<file path="src/rtl/pad_bus_ctrl_pkg.sv">
// pad_bus_ctrl_pkg: shared state encoding, counter sizing and parameter checks for the pad bus controller.
package pad_bus_ctrl_pkg;
    typedef enum logic [1:0] {RX, TURN_OUT, DRIVE, TURN_IN} state_t;
    function automatic int cnt_w(input int n);
        return (n > 1) ? $clog2(n) : 1;
    endfunction
    function automatic bit params_ok(input int turn, input int hold, input int filter);
        return turn >= 1 && hold >= 1 && filter >= 1;
    endfunction
endpackage

</file>
<file path="src/rtl/pad_bus_if.sv">
// pad_bus_if: core handshake plus pad A/EN/Y pins of the bidirectional pad bus.
interface pad_bus_if #(parameter int WIDTH = 8);
    logic [WIDTH-1:0] tx_data;
    logic             tx_valid;
    logic             tx_ready;
    logic [WIDTH-1:0] rx_data;
    logic             rx_valid;
    logic             dir_out;
    logic [WIDTH-1:0] pad_a;
    logic [WIDTH-1:0] pad_en;
    logic [WIDTH-1:0] pad_y;
    modport slave (input tx_data, tx_valid, pad_y, output tx_ready, rx_data, rx_valid, dir_out, pad_a, pad_en);
    modport master (output tx_data, tx_valid, pad_y, input tx_ready, rx_data, rx_valid, dir_out, pad_a, pad_en);
endinterface

</file>
<file path="src/rtl/pad_bus_ctrl_in_filter.sv">
// pad_in_filter: synchronises pad Y and accepts a new word only after it has been stable for FILTER+1 samples.
module pad_in_filter
    import pad_bus_ctrl_pkg::*;
#(
    parameter int WIDTH  = 8,
    parameter int FILTER = 3
) (
    input  logic             clk,
    input  logic             rst,
    input  logic             en,
    input  logic [WIDTH-1:0] pad_y,
    output logic [WIDTH-1:0] rx_data,
    output logic             rx_valid
);
    localparam int FW = cnt_w(FILTER);
    logic [WIDTH-1:0] s1, s2, cand;
    logic [FW-1:0]    flt_cnt;
    // While disabled cand tracks s2, so the bus's own echo never builds up a count.
    always_ff @(posedge clk or posedge rst) begin
        if (rst) begin
            s1       <= '0;
            s2       <= '0;
            cand     <= '0;
            flt_cnt  <= '0;
            rx_data  <= '0;
            rx_valid <= 1'b0;
        end else begin
            s1       <= pad_y;
            s2       <= s1;
            rx_valid <= 1'b0;
            if (!en || s2 != cand) begin
                cand    <= s2;
                flt_cnt <= '0;
            end else if (cand != rx_data) begin
                if (flt_cnt == FW'(FILTER - 1)) begin
                    rx_data  <= cand;
                    rx_valid <= 1'b1;
                    flt_cnt  <= '0;
                end else begin
                    flt_cnt <= flt_cnt + FW'(1);
                end
            end
        end
    end
endmodule

</file>
<file path="src/rtl/pad_bus_ctrl.sv">
// pad_bus_ctrl: owns pad bus direction with turnaround dead cycles, drives outbound words, filters inbound words.
module pad_bus_ctrl
    import pad_bus_ctrl_pkg::*;
#(
    parameter int WIDTH  = 8,
    parameter int TURN   = 2,
    parameter int HOLD   = 1,
    parameter int FILTER = 3
) (
    input logic     clk,
    input logic     rst,
    pad_bus_if.slave bus
);
    localparam int TW = cnt_w(TURN);
    localparam int HW = cnt_w(HOLD);
    if (!params_ok(TURN, HOLD, FILTER)) begin : g_bad_params
        $error("pad_bus_ctrl: TURN, HOLD and FILTER must all be >= 1");
    end
    state_t           state, state_n;
    logic [TW-1:0]    turn_cnt, turn_n;
    logic [HW-1:0]    hold_cnt, hold_n;
    logic [WIDTH-1:0] pad_a_q, pa_n, en_q;
    logic             dir_q, ready;
    assign ready      = !rst && (state == RX || (state == DRIVE && hold_cnt == '0));
    assign bus.tx_ready = ready;
    assign bus.pad_a    = pad_a_q;
    assign bus.pad_en   = en_q;
    assign bus.dir_out  = dir_q;
    always_comb begin
        state_n = state;
        turn_n  = turn_cnt;
        hold_n  = hold_cnt;
        pa_n    = pad_a_q;
        case (state)
            RX: if (bus.tx_valid && ready) begin
                pa_n    = bus.tx_data;
                turn_n  = TW'(TURN - 1);
                state_n = TURN_OUT;
            end
            TURN_OUT: if (turn_cnt == '0) begin
                hold_n  = HW'(HOLD - 1);
                state_n = DRIVE;
            end else begin
                turn_n = turn_cnt - TW'(1);
            end
            DRIVE: if (hold_cnt != '0) begin
                hold_n = hold_cnt - HW'(1);
            end else if (bus.tx_valid) begin
                pa_n   = bus.tx_data;
                hold_n = HW'(HOLD - 1);
            end else begin
                turn_n  = TW'(TURN - 1);
                state_n = TURN_IN;
            end
            TURN_IN: if (turn_cnt == '0) state_n = RX;
                     else turn_n = turn_cnt - TW'(1);
            default: state_n = RX;
        endcase
    end
    // Enable and direction are registered from next state so the pads see glitch-free levels.
    always_ff @(posedge clk or posedge rst) begin
        if (rst) begin
            state    <= RX;
            turn_cnt <= '0;
            hold_cnt <= '0;
            pad_a_q  <= '0;
            en_q     <= '1;
            dir_q    <= 1'b0;
        end else begin
            state    <= state_n;
            turn_cnt <= turn_n;
            hold_cnt <= hold_n;
            pad_a_q  <= pa_n;
            en_q     <= {WIDTH{state_n != DRIVE}};
            dir_q    <= state_n == TURN_OUT || state_n == DRIVE;
        end
    end
    pad_in_filter #(.WIDTH(WIDTH), .FILTER(FILTER)) u_in_filter (
        .clk      (clk),
        .rst      (rst),
        .en       (state == RX),
        .pad_y    (bus.pad_y),
        .rx_data  (bus.rx_data),
        .rx_valid (bus.rx_valid)
    );
endmodule

</file>
<file path="src/flat_wrapper.sv">
// flat-port wrapper written by rule: the top's interface ports become plain ports
module pad_bus_ctrl_flat import pad_bus_ctrl_pkg::*;
#(
    parameter int WIDTH  = 8,
    parameter int TURN   = 2,
    parameter int HOLD   = 1,
    parameter int FILTER = 3
)
  (clk, rst, bus_tx_data, bus_tx_valid, bus_pad_y, bus_tx_ready, bus_rx_data, bus_rx_valid, bus_dir_out, bus_pad_a, bus_pad_en);
  pad_bus_if #(.WIDTH(WIDTH)) bus_i ();
  input logic clk;
  input logic rst;
  input wire logic [$bits(bus_i.tx_data)-1:0] bus_tx_data;
  input wire logic [$bits(bus_i.tx_valid)-1:0] bus_tx_valid;
  input wire logic [$bits(bus_i.pad_y)-1:0] bus_pad_y;
  output wire logic [$bits(bus_i.tx_ready)-1:0] bus_tx_ready;
  output wire logic [$bits(bus_i.rx_data)-1:0] bus_rx_data;
  output wire logic [$bits(bus_i.rx_valid)-1:0] bus_rx_valid;
  output wire logic [$bits(bus_i.dir_out)-1:0] bus_dir_out;
  output wire logic [$bits(bus_i.pad_a)-1:0] bus_pad_a;
  output wire logic [$bits(bus_i.pad_en)-1:0] bus_pad_en;
  assign bus_i.tx_data = bus_tx_data;
  assign bus_i.tx_valid = bus_tx_valid;
  assign bus_i.pad_y = bus_pad_y;
  assign bus_tx_ready = bus_i.tx_ready;
  assign bus_rx_data = bus_i.rx_data;
  assign bus_rx_valid = bus_i.rx_valid;
  assign bus_dir_out = bus_i.dir_out;
  assign bus_pad_a = bus_i.pad_a;
  assign bus_pad_en = bus_i.pad_en;
  pad_bus_ctrl #(.WIDTH(WIDTH), .TURN(TURN), .HOLD(HOLD), .FILTER(FILTER)) u_core (.clk(clk), .rst(rst), .bus(bus_i));
endmodule
</file>
<file path="config.mk">
export PLATFORM = sky130hd
export DESIGN_NAME = pad_bus_ctrl_flat
export DESIGN_NICKNAME = d
export VERILOG_FILES = /design/src/rtl/pad_bus_ctrl_pkg.sv /design/src/rtl/pad_bus_if.sv /design/src/rtl/pad_bus_ctrl_in_filter.sv /design/src/rtl/pad_bus_ctrl.sv /design/src/flat_wrapper.sv
export SDC_FILE = /design/constraint.sdc
export NUM_CORES = 1
export LEC_CHECK = 0
export BUFFER_PORTS_ARGS = -buffer_cell sky130_fd_sc_hd__clkbuf_2
export CORE_MARGIN = 2
export CORE_UTILIZATION = 55
export DETAILED_ROUTE_END_ITERATION = 16
export PLACE_DENSITY = 0.82
export SYNTH_ARGS = -nofsm -noshare
export SYNTH_HDL_FRONTEND = slang
export SYNTH_HIERARCHICAL = 1
export SYNTH_SLANG_ARGS = --single-unit
</file>
<file path="constraint.sdc">
create_clock -name clk -period 4.1 [get_ports clk]
set_input_delay 0.615 -clock clk [delete_from_list [all_inputs] [get_ports clk]]
set_output_delay 0.615 -clock clk [all_outputs]
set_load 0.01 [all_outputs]
</file>
## After elaboration in Yosys (flattened, before gate mapping)

Index checks and enable logic that the tools add are counted.

| storage, ports and cells | value |
|---|---|
| register bits after elaboration | 49 |
| bits in latches | 0 |
| RAM bits | 0 |
| ROM bits | 0 |
| input port bits | 19 |
| output and inout bits | 27 |
| word-level logic and storage cells | 72 |
| memories | 0 |

| cells by class | value |
|---|---|
| add/sub/neg operators | 3 |
| $mul | 0 |
| divide/modulo/power cells | 0 |
| order comparisons | 0 |
| eq/ne operators | 14 |
| shift operators | 0 |
| multiplexer cells | 24 |
| bitwise logic cells | 2 |
| reductions and logical operators | 17 |

Operator list:

| cell | number |
|---|---|
| 8-bit 2-to-1 mux | 3 |
| 2-bit 2-to-1 mux | 8 |
| 8-bit inequality test | 2 |
| 8-bit case mux with 2 select lines | 1 |
| 2-bit inequality test (second input constant) | 5 |
| 1-bit 2-to-1 mux | 9 |
| 2-bit == test (second input constant) | 4 |
| 2-bit case mux with 4 select lines | 1 |
| 3-bit AND reduction | 2 |
| 2-bit nonzero test | 3 |
| 2-bit by 1-bit == test with 1-bit output (second input constant) | 2 |
| 4-bit AND reduction | 1 |
| 1-bit logical AND | 3 |
| 1-bit logical OR | 3 |
| 1-bit case mux with 3 select lines | 1 |
| 2-bit by 1-bit adder with 2-bit output (second input constant) | 1 |
| 1-bit logical NOT | 2 |
| 2-bit logical NOT | 1 |
| 2-bit by 1-bit inequality test with 1-bit output (second input constant) | 1 |
| 1-bit inverter | 2 |
| 1-bit case mux with 2 select lines | 1 |
| 2-bit AND reduction | 1 |
| 2-bit OR reduction | 1 |
| 1-bit subtractor (second input constant) | 2 |

## Longest topological paths before layout

Gate-level depths: netlist of run 1.

| depth | value |
|---|---|
| depth in word-level cells | 9 |
| mapped depth | 6 |
| mapped depth without buffers | 5 |

## Cells and area by module

The synthesis of run 1 kept the hierarchy.

By module, submodules not included:

| module | times used | cells an instance | area an instance (µm²) | seq. area each (µm²) |
|---|---|---|---|---|
| pad_in_filter | 1 | 85 | 1260.0 | 875.8 |
| pad_bus_ctrl | 1 | 46 | 625.6 | 326.6 |

## Worst setup path after synthesis of run 1

No wires, ideal clock.

| timing | value |
|---|---|
| path type | input-to-reg |
| from | input rst |
| to | register u_core.pad_a_q[0], in the netlist u_core/bus.pad_a[0] |
| setup time | 0.125 ns |
| arrival | 1.549 ns |
| required time | 3.975 ns |
| slack | 2.426 ns |
| stages on the path | 4 |
| path buffers | 1 |
| cells stage by stage | inv_1 o211a_1 buf_6 mux2_4 |

| on the way | value |
|---|---|
| longest elaborated chain between the ends | 5 |

Ends and longest elaborated chain:

| what | line | source |
|---|---|---|
| from (decl) | flat_wrapper.sv:12 | `input logic rst;` |
| 1-bit logical NOT (no line) | n/a |  |
| 1-bit logical AND | pad_bus_ctrl.sv:24 | `assign ready = !rst && (state == RX \|\| (state == DRIVE && hold_cnt == '0));` |
| 1-bit logical AND | pad_bus_ctrl.sv:35 | `RX: if (bus.tx_valid && ready) begin` |
| 2-bit by 1-bit inequality test with 1-bit output (no line) | n/a |  |
| 4-bit AND reduction (no line) | n/a |  |
| to (signal assigned) | pad_bus_ctrl.sv:73 | `pad_a_q <= pa_n;` |
| to (decl) | pad_bus_ctrl.sv:22 | `logic [WIDTH-1:0] pad_a_q, pa_n, en_q;` |

Every way passes these cells.
A chain may end at the register's enable or synchronous reset.

## Worst setup path in the final report of run 1

| timing | value |
|---|---|
| from | register u_core.u_in_filter.cand[6] |
| to | register u_core.u_in_filter.rx_data[2] |

| on the way | value |
|---|---|
| longest elaborated chain between the ends | 4 |
| elaborated cells between the ends (all ways) | 5 |
| classes of those cells | eq/ne (2); bitwise (1); reduce/logical (2) |

Ends and longest elaborated chain:

| what | line | source |
|---|---|---|
| from (decl) | pad_bus_ctrl_in_filter.sv:16 | `logic [WIDTH-1:0] s1, s2, cand;` |
| from (signal assigned) | pad_bus_ctrl_in_filter.sv:23 | `cand <= '0;` |
| from (signal assigned) | pad_bus_ctrl_in_filter.sv:32 | `cand <= s2;` |
| 8-bit inequality test | pad_bus_ctrl_in_filter.sv:31 | `if (!en \|\| s2 != cand) begin` |
| 1-bit logical OR | pad_bus_ctrl_in_filter.sv:31 |  |
| 1-bit inverter (no line) | n/a |  |
| 3-bit AND reduction (no line) (*) | n/a |  |
| to (signal assigned) | pad_bus_ctrl_in_filter.sv:36 | `rx_data <= cand;` |
| to (decl) | pad_bus_ctrl_in_filter.sv:12 | `output logic [WIDTH-1:0] rx_data,` |

Mark *: on every way between the ends. The rest lies on a longest branch, timed or not.

==> summary.txt, run 1 <==
Synthesis
  • Ys Warns: 6
  • Xor/xnor share of the synthesized area: 0.0836
  • Syn_area_per_cell: 14.4 µm²
  • Post-synth EDFFs: 0
  • Complex-gate fraction of the synthesized area: 0.0159
  • Largest family of logic cells by synthesized area: multiplexers
  • Mux contribution to synthesized area: 0.128
  • Synth Area in Adders: 0.00664
  • Fraction of registers with async set/reset: 1.00
  • Netlist Area Pre-Place: 1890 µm²
  • Count of unique library cells instantiated by Yosys: 26
  • Synth Instances: 131
  • Seq cells post-synth: 48
  • Main synth FF type: dfrtp_1
  • Simple-gate share of the synthesized area: 0.0624
  • Synth Net Count: approximately 150
  • Seq/Total Area, Yosys: 0.638

Die
  • Placeable Area: 3310 µm²
  • Ports: 46
  • Total die area: 3910 µm²
  • # rows: 21
  • Starting Density: 0.570
  • Die Height: approximately 63 µm
  • Chip width: 62.6 µm

STA
  • TNS Setup: 0 ps
  • Hold Slack: 278 ps
  • RSZ-0062 raised after global routing: false
  • Slew HR: 0.667
  • Worst clock skew: 5.27 ps
  • Final Max Slew Viols: 0
  • Worst Tran Pin Value: 498 ps
  • Final period util: 0.463
  • Tmin final: 1900 ps
  • Final setup viols: 0
  • Final Hold Fails: 0
  • Max Freq: between 500 and 600 MHz

Worst setup path
  • Critical Path Source: u_core/u_in_filter/cand[6]
  • CP required: 4350 ps
  • Worst EP arrival: 2150 ps
  • Crit path kind: register to register
  • Critical path capture point type: register
  • Max FO, Critical Path: 8
  • Worst R2R Start: u_core/u_in_filter/cand[6]
  • Startpoint class of the critical path: register

Final layout
  • Finished Layout Cells: 214
  • Inserted Diodes: 0
  • Area Growth Syn to Fin: 14.3%
  • Share of layout cells above drive strength 1: 0.440
  • Post-route cell area: approximately 2200 µm²
  • Final layout net count: 187

Placement
  • GPL Wtd Cong: 0.696
  • Post-DP Area: 2070 µm²
  • Placed cells: 206
  • Port Buffers: 45
  • Post-DP HPWL: 2160 µm

Clocking
  • # clock sinks: 48
  • Worst skew pair latency: roughly 360 ps
  • Clock slew at reported path FFs: 140 ps
  • Total CTS buffers: 5
  • Postcts setup bufs: 0
  • Post-cts hold buffer count: 0
  • CTS Buffer Depth: 2
  • Root Driver: clkbuf_4
  • CTS tree: yes
  • Htree depth: 2
  • Gates resized, CTS repair: 0

Drt
  • Drt total wl: roughly 2800 µm
  • DRC errors left: 0
  • ANT nets after route: 0
  • WL/cell: 13.3 µm
  • Drt initial violations: 47
  • Via density: 4.77
  • Vias: 1021
  • First-pass DRT Iterations: 4

Global route
  • Vias in the first global route: 1057
  • Total Routing Usage GR: 0.169
  • Antenna violations before repair: 0
  • First-pass GRT wire length: 5000 µm
  • GRT overflow: 0
  • Largest net degree at the start of global routing: 36

Run
  • Max cap viols: 0

Power
  • Power per cell area: 567 nW/µm²
  • Peak supply drop: between 0.2 and 0.3 mV
  • Pleak: 1.09 nW

Hold path
  • Worst Hold Class: primary input to async pin

Run status
  • Outcome: finished clean
==> kinds of logic (layout without fill, tap and decap cells) <==
| kind of cell | after synthesis | after routing |
|---|---|---|
| buf+inv | 22 | 59 |
| compound gates | 4 | 4 |
| fa+ha+maj | 1 | 1 |
| simple gates | 19 | 19 |
| mux | 19 | 19 |
| flops | 48 | 48 |
| xor+xnor | 18 | 18 |
==> where the power goes <==
group | internal [mW] | switching (mW) | total (mW) | leakage, nW
Sequential | 0.556 | 0.0623 | 0.618 | 0.586
Clock | 0.130 | 0.150 | 0.281 | 0.0418
Combinational | 0.174 | 0.150 | 0.323 | 0.464
==> per-layer routing <==
metal | vias to the layer above | global-route usage | share of wire
li1 | 489 | - | -
met3 | 2 | 0.0523 | 0.052
met4 | 0 | 0.0667 | 0.0088
met1 | 503 | 0.205 | 0.41
met2 | 27 | 0.281 | 0.53
met5 | - | 0 | 0
==> final cells by class <==
class | count | area (µm²)
multi-input combinational | 61 | 559
inverter | 5 | 18.8
timing repair buffer | 46 | 233
clock buffer | 5 | 37.5
clock inverter | 3 | 46.3
tap | 46 | 57.6
fill | 252 | 1160
sequential | 48 | 1200
==> worst max-delay path, stage by stage, from the launching register on <==
cell and delay, ps:
dfrtp_1 430, xor2_1 180, nor4_1 350, nand2_1 240, nand4b_4 230, mux2_2 370
==> registers in the layout, indices dropped and copies added, names as in the netlist <==
name / count
u_core/bus.dir_out: 1
u_core/bus.pad_a: 8
u_core/bus.pad_en: 1
u_core/state: 2
u_core/turn_cnt: 1
u_core/u_in_filter/cand: 8
u_core/u_in_filter/flt_cnt: 2
u_core/u_in_filter/rx_data: 8
u_core/u_in_filter/rx_valid: 1
u_core/u_in_filter/s1: 8
u_core/u_in_filter/s2: 8
==> placed cells by master, fill, tap and decap left out <==
cell	netlist	final
ha_1	1	1
nand4_1	1	1
or3_1	1	1
nand4b_4	1	1
inv_6	0	1
o21ai_0	1	1
mux2i_1	2	2
dfrtp_1	47	47
inv_1	5	5
nand2b_1	1	1
bufinv_16	0	1
dfstp_2	1	1
clkbuf_4	0	5
nor2b_1	1	1
o211a_1	1	1
nor4_1	2	2
clkinvlp_4	0	1
nand2_1	2	2
nand3b_1	1	1
mux2_2	9	9
o21a_1	2	2
nor2_1	7	7
xnor2_1	10	10
nand3_1	1	1
clkbuf_2	0	45
mux2_4	8	8
nor3_2	1	1
buf_4	7	1
xor2_1	8	8
==> worst paths after layout <==
kind                                            endpoint  cells after the start  slack (ps)
max                        u_core/u_in_filter/rx_data[2]                      5        2200
min reg2reg                     u_core/u_in_filter/s2[5]                      0         370
max reg2reg                u_core/u_in_filter/rx_data[2]                      5        2200
max in group asynchronous  u_core/u_in_filter/rx_data[2]                      3        3460
min in group clk                u_core/u_in_filter/s1[1]                      1         350
min                                      u_core/turn_cnt                      2         280
==> Yosys cell counts (2+ instances only) <==
library cell / instances / area [µm²]
buf_4: 7 / 52.6
buf_6: 2 / 22.5
clkbuf_1: 8 / 30.0
dfrtp_1: 47 / 1180
inv_1: 5 / 18.8
mux2_2: 9 / 101
mux2_4: 8 / 120
mux2i_1: 2 / 20.0
nand2_1: 2 / 7.51
nor2_1: 7 / 26.3
nor4_1: 2 / 12.5
o21a_1: 2 / 15.0
xnor2_1: 10 / 87.6
xor2_1: 8 / 70.1
==> stage by stage <==
stage	total power [mW]	util	worst slack, ps
2_1_floorplan	0.884	-	2430
3_3_place_gp	0.934	0.625	2110
3_5_place_dp	0.954	0.625	1990
4_1_cts	1.24	0.651	2260
5_1_grt	1.29	0.651	2090
6_report	1.22	0.651	2200
No activity file was read; power rests on OpenSTA's default activity.
==> run 2, diff against run 1 <==
--- a/config.mk
+++ b/config.mk
@@ -5,11 +5,12 @@
 export SDC_FILE = /design/constraint.sdc
 export NUM_CORES = 1
 export LEC_CHECK = 0
+export ABC_AREA = 1
 export BUFFER_PORTS_ARGS = -buffer_cell sky130_fd_sc_hd__clkbuf_2
 export CORE_MARGIN = 2
-export CORE_UTILIZATION = 55
+export CORE_UTILIZATION = 52
 export DETAILED_ROUTE_END_ITERATION = 16
-export PLACE_DENSITY = 0.82
+export PLACE_DENSITY = 0.77
 export SYNTH_ARGS = -nofsm -noshare
 export SYNTH_HDL_FRONTEND = slang
 export SYNTH_HIERARCHICAL = 1
==> constraint.sdc (replaced) <==
create_clock -name clk -period 2 [get_ports clk]
set_input_delay 0.3 -clock clk [delete_from_list [all_inputs] [get_ports clk]]
set_output_delay 0.3 -clock clk [all_outputs]
set_load 0.01 [all_outputs]
==> summary.txt, run 2 <==
STA
  • Final setup margin: 340 ps (was 2200 ps)
  • RSZ-0062 raised after global routing: false (unchanged)
  • Final Hold Fails: 0 (unchanged)
  • Final period util: 0.830 (was 0.463)
  • Tmin final: 1660 ps (was 1900 ps)
  • Final setup viols: 0 (unchanged)
  • Worst Tran Pin Value: 420 ps (was 498 ps)
  • Slew HR: 0.720 (was 0.667)
  • TNS Setup: 0 ps (unchanged)
  • Worst clock skew: 7.14 ps (was 5.27 ps)
  • Max Freq: 602 MHz (was 526 MHz)
  • Final Max Slew Viols: 0 (unchanged)

Synthesis
  • Ys Warns: 6 (unchanged)
  • Simple-gate share of the synthesized area: 0.247 (was 0.0624)
  • Mux contribution to synthesized area: 0 (was 0.128)
  • Synth top area cells: dfrtp_1, nand2_1, xnor2_1 (was dfrtp_1, mux2_4, mux2_2)
  • Synth Instances: 208 (was 131)
  • Largest family of logic cells by synthesized area: simple AND/OR/NAND/NOR gates (was multiplexers)
  • Netlist Area Pre-Place: 1980 µm² (was 1890 µm²)
  • Count of unique library cells instantiated by Yosys: 20 (was 26)
  • Seq cells post-synth: 48 (unchanged)
  • Post-synth EDFFs: 0 (unchanged)
  • Post-synth top cells: nand2_1, dfrtp_1, inv_1 (was dfrtp_1, xnor2_1, mux2_2)
  • Yosys top cell area share: 0.595 (was 0.624)
  • Synth Net Count: 228 (was 151)
  • Complex-gate fraction of the synthesized area: 0.00759 (was 0.0159)
  • Count leader, synth: nand2_1 (was dfrtp_1)
  • Seq/Total Area, Yosys: 0.608 (was 0.638)
  • Syn_area_per_cell: 9.50 µm² (was 14.4 µm²)
  • Main synth FF type: dfrtp_1 (unchanged)
  • Fraction of registers with async set/reset: 1.00 (unchanged)
  • Yosys top cell by area: dfrtp_1 (unchanged)
  • Synth Area in Adders: 0.00633 (was 0.00664)
  • Xor/xnor share of the synthesized area: 0.0399 (was 0.0836)

Drt
  • Via density: 4.62 (was 4.77)
  • ANT nets after route: 0 (unchanged)
  • First-pass DRT Iterations: 4 (unchanged)
  • DRC errors left: 0 (unchanged)
  • Drt total wl: 3210 µm (was 2850 µm)
  • WL/cell: 10.9 µm (was 13.3 µm)
  • Drt initial violations: 81 (was 47)
  • Vias: 1359 (was 1021)

Final layout
  • Share of layout cells above drive strength 1: 0.260 (was 0.440)
  • Commonest non-fill, non-tap cell in the layout: nand2_1 (was dfrtp_1)
  • Final layout net count: 265 (was 187)
  • Commonest non-fill, non-tap cells in the layout: nand2_1, dfrtp_1, clkbuf_2 (was dfrtp_1, clkbuf_2, xnor2_1)
  • Inserted Diodes: 0 (unchanged)
  • Filler Cell Count: 319 (was 252)
  • Area Growth Syn to Fin: 14.8% (was 14.3%)
  • Final Core Density: 0.620 (was 0.651)

Power
  • Peak supply drop: 0.713 mV (was 0.276 mV)
  • Pleak: 1.25 nW (was 1.09 nW)
  • Power per cell area: 1070 nW/µm² (was 567 nW/µm²)

Worst setup path
  • Crit path kind: register to register (unchanged)
  • CP required: 2190 ps (was 4350 ps)
  • R2R setup slack: 340 ps (was 2200 ps)
  • Startpoint class of the critical path: register (unchanged)
  • Critical path cell sequence: nor2_1 > o21ai_0 > nor2_1 > nand2_1 > nor2_4 > nand3_2 > nand2_1 > nand2_1 (was xor2_1 > nor4_1 > nand2_1 > nand4b_4 > mux2_2)
  • Most common cell on crit path: nand2_1
  • Max incr delay on CP: 460 ps (was 430 ps)
  • Crit-path slowest cell: dfrtp_1 (unchanged)
  • Critical path capture point type: register (unchanged)
  • Worst EP arrival: 1850 ps (was 2150 ps)
  • Worst R2R Start: u_core/state[0] (was u_core/u_in_filter/cand[6])
  • R2R depth: 8 (was 5)
  • Reg2Reg Capture Point: u_core/u_in_filter/rx_data[5] (was u_core/u_in_filter/rx_data[2])
  • Critical Path Source: u_core/state[0] (was u_core/u_in_filter/cand[6])
  • Setup crit end: u_core/u_in_filter/rx_data[5] (was u_core/u_in_filter/rx_data[2])
  • Max FO, Critical Path: 13 (was 8)

Clocking
  • # clock sinks: 48 (unchanged)
  • Root Driver: clkbuf_8 (was clkbuf_4)
  • CTS Buffer Depth: 2 (unchanged)
  • Htree depth: 2 (unchanged)
  • Worst skew pair latency: 300 ps (was 360 ps)
  • Total CTS buffers: 5 (unchanged)
  • CTS tree: yes (unchanged)
  • Clock slew at reported path FFs: 80 ps (was 140 ps)
  • Post-cts hold buffer count: 0 (unchanged)
  • Gates resized, CTS repair: 0 (unchanged)
  • Postcts setup bufs: 0 (unchanged)

Run
  • Max cap viols: 0 (unchanged)

Die
  • Chip width: 65.7 µm (was 62.6 µm)
  • Die Height: 65.7 µm (was 62.6 µm)
  • Total die area: 4310 µm² (was 3910 µm²)
  • Starting Density: 0.540 (was 0.570)
  • # rows: 22 (was 21)
  • Ports: 46 (unchanged)
  • Placeable Area: 3660 µm² (was 3310 µm²)

Global route
  • Antenna violations before repair: 0 (unchanged)
  • First-pass GRT wire length: 5410 µm (was 5000 µm)
  • GRT overflow: 0 (unchanged)
  • Vias in the first global route: 1207 (was 1057)
  • Largest net degree at the start of global routing: 36 (unchanged)
  • Total Routing Usage GR: 0.173 (was 0.169)

Run status
  • Outcome: finished clean (unchanged)

Hold path
  • Worst Hold Class: primary input to async pin (unchanged)

Placement
  • Post-DP HPWL: 2380 µm (was 2160 µm)
  • GPL Wtd Cong: 0.870 (was 0.696)
  • Port Buffers: 45 (unchanged)
  • Pre-CTS WS: 350 ps (was 1990 ps)
-- run 2: cell families (layout without fill, tap and decap cells) --
group	after synthesis	in the layout
flops	48	48
fa+ha+maj	1	1
compound gates	3	3
buf+inv	38	76
simple gates	109	109
xor+xnor	9	9
-- run 2: how the worst min path moves through the flow --
stage | startpoint | endpoint | slack, ps
2_1_floorplan | rst | u_core/bus.dir_out | 190
3_3_place_gp | u_core/u_in_filter/s1[5] | u_core/u_in_filter/s2[5] | 330
5_1_grt | rst | u_core/state[1] | 60
4_1_cts | rst | u_core/state[1] | 40
6_report | rst | u_core/state[1] | 40
3_5_place_dp | u_core/u_in_filter/s1[6] | u_core/u_in_filter/s2[6] | 340
-- run 2: routing by layer --
metal | vias to the layer above | global-route usage | part of all wire
met5 | - | 0 | 0
met4 | 0 | 0.0703 | 0.017
met3 | 5 | 0.0651 | 0.052
met2 | 33 | 0.249 | 0.47
met1 | 612 | 0.235 | 0.46
li1 | 709 | - | -
-- run 2: cell type report --
class,instances,area [µm²],share of cell area
clock buffer,7,86.3,0.0380
clock inverter,1,7.51,0.00331
inverter,21,78.8,0.0347
multi-input combinational,122,594,0.262
sequential,48,1200,0.530
tap,48,60.1,0.0265
timing repair buffer,47,240,0.106
-- run 2: report_power, final --
group | switching (mW) | internal [mW]
sequential | 0.118 | 1.13
clock | 0.302 | 0.281
combinational | 0.367 | 0.241
-- run 2: worst max-delay path, delay by kind of cell (launching register included) --
family | cells | cell delay [ps]
AND/OR/NAND/NOR | 7 | 980
AO/OA/AOI/OAI | 1 | 100
flip-flops | 1 | 460
-- run 2: through the flow --
step                      instance area (µm²)  hold WS [ps]  power [mW]  std cells
final                                    2270          36.2        2.44        294
after global routing                     2270          60.1        2.63        294
after CTS                                2270          36.8        2.47        294
after detailed placement                 2180           336        1.88        286
after global placement                   2180           331        1.86        286
after floorplan                          1980           193        1.72        208
